==> src/rtl/qtab_store.sv <==
// ============================================================================
// Module   : qtab_store
// Summary  : Multi-table run-time loadable inverse-quantization coefficient
//            store. Optional zigzag-to-natural reordering via QTAB_ZIGZAG_EN.
// Revision : 1.0  initial release
// ============================================================================
`default_nettype none

module qtab_store #(
  parameter int DATA_W     = 8,
  parameter int NUM_TABLES = 4,
  localparam int TID_W     = (NUM_TABLES <= 1) ? 1 : $clog2(NUM_TABLES)
) (
  input  logic              clk,
  input  logic              rst,
  input  logic              ld_start,
  input  logic [TID_W-1:0]  ld_tid,
  input  logic              ld_valid,
  input  logic [DATA_W-1:0] ld_data,
  output logic              ld_ready,
  output logic              ld_busy,
  output logic              ld_done,
  input  logic              rd_en,
  input  logic [TID_W-1:0]  rd_tid,
  input  logic [5:0]        rd_addr,
  output logic [DATA_W-1:0] rd_data,
  output logic              rd_valid,
  output logic [NUM_TABLES-1:0] tbl_valid
);

  localparam logic [0:0] ST_IDLE = 1'b0;
  localparam logic [0:0] ST_LOAD = 1'b1;
  localparam logic [TID_W:0] C_NUM_TABLES = (TID_W+1)'(NUM_TABLES);

`ifdef QTAB_ZIGZAG_EN
  localparam logic [5:0] ZZ2NAT [64] = '{
     0,  1,  8, 16,  9,  2,  3, 10, 17, 24, 32, 25, 18, 11,  4,  5,
    12, 19, 26, 33, 40, 48, 41, 34, 27, 20, 13,  6,  7, 14, 21, 28,
    35, 42, 49, 56, 57, 50, 43, 36, 29, 22, 15, 23, 30, 37, 44, 51,
    58, 59, 52, 45, 38, 31, 39, 46, 53, 60, 61, 54, 47, 55, 62, 63};
`endif

  logic [0:0]            state_q, state_d;
  logic [5:0]            cnt_q, cnt_d;
  logic [TID_W-1:0]      tid_q, tid_d;
  logic [NUM_TABLES-1:0] tbl_valid_q, tbl_valid_d;
  logic                  ld_done_q, ld_done_d;
  logic [DATA_W-1:0]     rd_data_q, rd_data_d;
  logic                  rd_valid_q, rd_valid_d;

  logic [DATA_W-1:0] mem [NUM_TABLES][64];

  logic       w_start_ok;
  logic       w_we;
  logic [5:0] w_wa;

  // Out-of-range table ids on ld_start are ignored entirely
  assign w_start_ok = ld_start && ({1'b0, ld_tid} < C_NUM_TABLES);
  // A restart discards the beat presented in the same cycle
  assign w_we       = (state_q == ST_LOAD) && ld_valid && !w_start_ok;

`ifdef QTAB_ZIGZAG_EN
  assign w_wa = ZZ2NAT[cnt_q];
`else
  assign w_wa = cnt_q;
`endif

  always_comb begin
    state_d     = state_q;
    cnt_d       = cnt_q;
    tid_d       = tid_q;
    tbl_valid_d = tbl_valid_q;
    ld_done_d   = 1'b0;
    if (w_start_ok) begin
      state_d             = ST_LOAD;
      cnt_d               = 6'd0;
      tid_d               = ld_tid;
      tbl_valid_d[ld_tid] = 1'b0;
    end else if (w_we) begin
      cnt_d = cnt_q + 6'd1;
      if (cnt_q == 6'd63) begin
        state_d            = ST_IDLE;
        ld_done_d          = 1'b1;
        tbl_valid_d[tid_q] = 1'b1;
      end
    end
  end

  always_comb begin
    rd_data_d  = rd_data_q;
    rd_valid_d = rd_en;
    if (rd_en) begin
      rd_data_d = '0;
      if (({1'b0, rd_tid} < C_NUM_TABLES) && tbl_valid_q[rd_tid]) begin
        rd_data_d = mem[rd_tid][rd_addr];
      end
    end
  end

  always_ff @(posedge clk or posedge rst) begin
    if (rst) begin
      state_q     <= ST_IDLE;
      cnt_q       <= 6'd0;
      tid_q       <= '0;
      tbl_valid_q <= '0;
      ld_done_q   <= 1'b0;
      rd_data_q   <= '0;
      rd_valid_q  <= 1'b0;
    end else begin
      state_q     <= state_d;
      cnt_q       <= cnt_d;
      tid_q       <= tid_d;
      tbl_valid_q <= tbl_valid_d;
      ld_done_q   <= ld_done_d;
      rd_data_q   <= rd_data_d;
      rd_valid_q  <= rd_valid_d;
    end
  end

  always_ff @(posedge clk) begin
    if (w_we) begin
      mem[tid_q][w_wa] <= ld_data;
    end
  end

  assign ld_ready  = (state_q == ST_LOAD);
  assign ld_busy   = (state_q == ST_LOAD);
  assign ld_done   = ld_done_q;
  assign rd_data   = rd_data_q;
  assign rd_valid  = rd_valid_q;
  assign tbl_valid = tbl_valid_q;

endmodule

`default_nettype wire

==> config.mk <==
export PLATFORM = sky130hd
export DESIGN_NAME = qtab_store
export DESIGN_NICKNAME = d
export VERILOG_FILES = /design/src/rtl/qtab_store.sv
export SDC_FILE = /design/constraint.sdc
export NUM_CORES = 2
export LEC_CHECK = 0
export ABC_CLOCK_PERIOD_IN_PS = 2200
export BUFFER_PORTS_ARGS = -buffer_cell sky130_fd_sc_hd__buf_4
export CELL_PAD_IN_SITES_DETAIL_PLACEMENT = 0
export CELL_PAD_IN_SITES_GLOBAL_PLACEMENT = 1
export CORE_MARGIN = 4
export CORE_UTILIZATION = 30
export CTS_CLUSTER_DIAMETER = 200
export DETAILED_ROUTE_END_ITERATION = 8
export GPL_ROUTABILITY_DRIVEN = 1
export HOLD_SLACK_MARGIN = 0.05
export PLACE_DENSITY_LB_ADDON = 0.3
export SYNTH_ARGS = -nofsm -noshare
export SYNTH_HDL_FRONTEND = slang
export SYNTH_SLANG_ARGS = --single-unit
==> constraint.sdc <==
create_clock -name clk -period 2.2 [get_ports clk]
set_input_delay 0.66 -clock clk [delete_from_list [all_inputs] [get_ports clk]]
set_output_delay 0.66 -clock clk [all_outputs]
set_load 0.01 [all_outputs]
==> metrics <==
status=finished, violations left; failing checks=setup timing; RSZ-0062 raised after global routing=yes; WP data required=slightly below 3 ns; root buf cell=clkbuf_16; top-area cell type share of the netlist area=0.758; CP delay by family, top=buffers and inverters; Routed Antenna Nets=0; Area growth, synth to finish=28.0%; ys async rst share=0.0111; max-cap viol count=0; synth unique cells=65; Mapped Cells=approximately 4000; total congestion overflow=0; crit start category=input port; maximum clock frequency=401 MHz; crit share post-route=1.13; Syn Area/Cell=20.2 um^2; R2R setup slack=-0.25 ns; largest net degree at the start of global routing=116; height of the die=528 um; post-layout min period=between 2 and 2.5 ns; TritonCTS clock tree=done; Initial Util=0.302; routability cong.=0.827; CTS max path bufs=3; worst path bufs/invs=5; clk sinks=just over 2000; Post-synth top cells=2048 x edfxtp_1, 393 x mux4_2, 301 x nor2_1, 247 x mux2i_1, 132 x nand2_1; post-synthesis register bit count=2071; GRT Util Overall=0.169; Worst EP arrival=3.21 ns; Power Density=814 nW/um^2; first-pass GRT wire length=340 mm; TNS Setup=-1.53 ns; Hold Fails Final Rpt=0; Skew-Pair Late Insertion Delay=0.84 ns; Main synth FF type=edfxtp_1; initial antenna violation count=10; CTS H-Tree Depth=4; dpl hpwl=163 mm; routed vias=around 44000; Yosys top cell by area=edfxtp_1; initial drt markers=3651; Worst Max-Slew Pin Slew=0.685 ns; DR WL/cell=27.3 um; vias per std cell=between 4 and 5; Ys Warns=0; layout cells sized above 1=0.404; drt drc=0; Crit path top cell by count=buf_4; DRT Pass-1 Iters=5; Synth area leaders=edfxtp_1 76%, mux4_2 11%, mux2i_1 3.0%, nor2_1 1.4%, o221ai_1 0.90%; max_slew headroom=0.543; Post-synth EDFFs=2048; Clock Pin Slew Worst Setup and Hold Paths=approximately 0.060 ns; Die ar.=279000 um^2; DRT Wirelength=240 mm; Leak=around 34 nW; IO Port Bufs=38; CP max stage cell=mux4_2; type of the most critical hold path=in2reg; Core Region=~270000 um^2; setup ws final=-0.294 ns; final setup violation count=8; row count=190; total CTS buffers=209; Core Util, Final=0.387; I/O pins=39; CP Max Fanout=11; sequential area share after synthesis=0.765; Synthesized Nets=4040; CP peak stage delay=roughly 0.51 ns; Max VDD drop=0.850 mV; vias in the first global route=between 40000 and 50000; mapped cell area=81100 um^2; most common cell in the netlist=edfxtp_1; Slew Limit Fails=0; final net count=5068; clock skew=0.0328 ns; crit path capture type=flip-flop; Crit Path Category=in2reg; Die W=528 um; CP Cell Sequence=buf_16 > bufbuf_16 > buf_4 > buf_4 > mux4_2 > a22oi_1 > a21oi_2 > nor4_4 > buf_4 > a211oi_2 > a32o_1
-- cell usage in the layout (no fill, tap or decap), drive strengths merged, types with 17 or more instances in the layout --
cell type,netlist,routed
o21ai,40,40
clkbuf,76,267
a21oi,76,76
edfxtp,2048,2048
mux2i,247,247
nor2,301,301
bufinv,0,20
nand3,36,36
nor3,38,38
a31oi,17,17
nand2,132,132
nor2b,21,21
a22oi,38,38
mux4,404,404
dfrtp,23,23
clkinv,2,97
o22ai,73,73
o221ai,83,83
a211oi,20,20
buf,157,1036
-- per-stage QoR --
stage                     hold WS, ns  cell area (um^2)  std cells  power, mW  setup slack, ns
final                           0.138            104000       8774       84.5           -0.294
after floorplan                 0.513             82000       4016       46.6           -0.395
after CTS                      0.0587            103000       8748       85.2           -0.337
after global placement          0.547             95300       8328       49.7            -1.93
after detailed placement        0.569             95300       8328       49.7            -1.93
after global routing           0.0929            104000       8771       87.3           -0.296
-- area by class of cell --
| cell class | instances | area, um^2 |
|---|---|---|
| Timing Repair Buffer | 1050 | 11500 |
| Sequential cell | 2071 | 62100 |
| Antenna cell | 4 | 10.0 |
| Fill cell | 24300 | 165000 |
| Multi-Input combinational cell | 1701 | 19000 |
| Clock buffer | 261 | 5550 |
| Clock inverter | 124 | 1210 |
| Tap cell | 3552 | 4440 |
| Inverter | 11 | 45.0 |
-- worst paths after layout --
| kind | from | to | depth (start not counted) |
|---|---|---|---|
| worst max-delay path | rd_tid[0] | rd_data[4] | 11 |
| worst min-delay path | ld_start | cnt_q[1] | 3 |
| worst max register to register | mem[2][180] | rd_data[4] | 8 |
| worst min register to register | cnt_q[3] | cnt_q[3] | 2 |
| max in group asynchronous | rst | rd_data[2] | 4 |
| min in group asynchronous | rst | tbl_valid[2] | 4 |
-- state kept, by name, indices dropped and copies added, names as in the netlist --
signal,flops
ld_done,1
rd_data,8
ld_busy,1
mem,2048
tbl_valid,4
tid_q,2
rd_valid,1
cnt_q,6
-- layer usage --
layer	GRT usage	vias to the layer above	share of wire
li1	-	18800	-
met1	0.232	23400	0.43
met2	0.280	1180	0.48
met3	0.0256	314	0.051
met4	0.0483	0	0.030
met5	0	-	0
-- timing repair --
| item | CTS | global route |
|---|---|---|
| cloned | 4 | 1 |
| resized for setup | 167 | 71 |
| setup buffers | 31 | 24 |
| endpoints found under the setup margin | 237 | 472 |
| hold buffers | 5 | 0 |
| pin swaps | 32 | 26 |
| endpoints found under the hold margin | 30 | 0 |
-- report_power, final --
| part | switching (mW) | leakage, nW | total [mW] | internal (mW) |
|---|---|---|---|---|
| logic | 3.52 | 12.2 | 5.83 | 2.30 |
| registers | 0.0265 | 18.7 | 43.4 | 43.4 |
| clock network | 15.1 | 3.30 | 35.3 | 20.2 |
-- cell families after synthesis --
family	synth area share
AND/OR/NAND/NOR	0.0321
multiplexers	0.145
flip-flops	0.765
XOR/XNOR	0.000540
AO/OA/AOI/OAI	0.0377
adder cells (fa/ha/maj)	0.000154
buffers and inverters	0.0194
-- tightest hold or removal path, stage by stage --
cell     delay, ns
buf_4         0.10
buf_4         0.13
a21oi_1       0.04
Note: power is estimated with default switching activity, not from simulation.
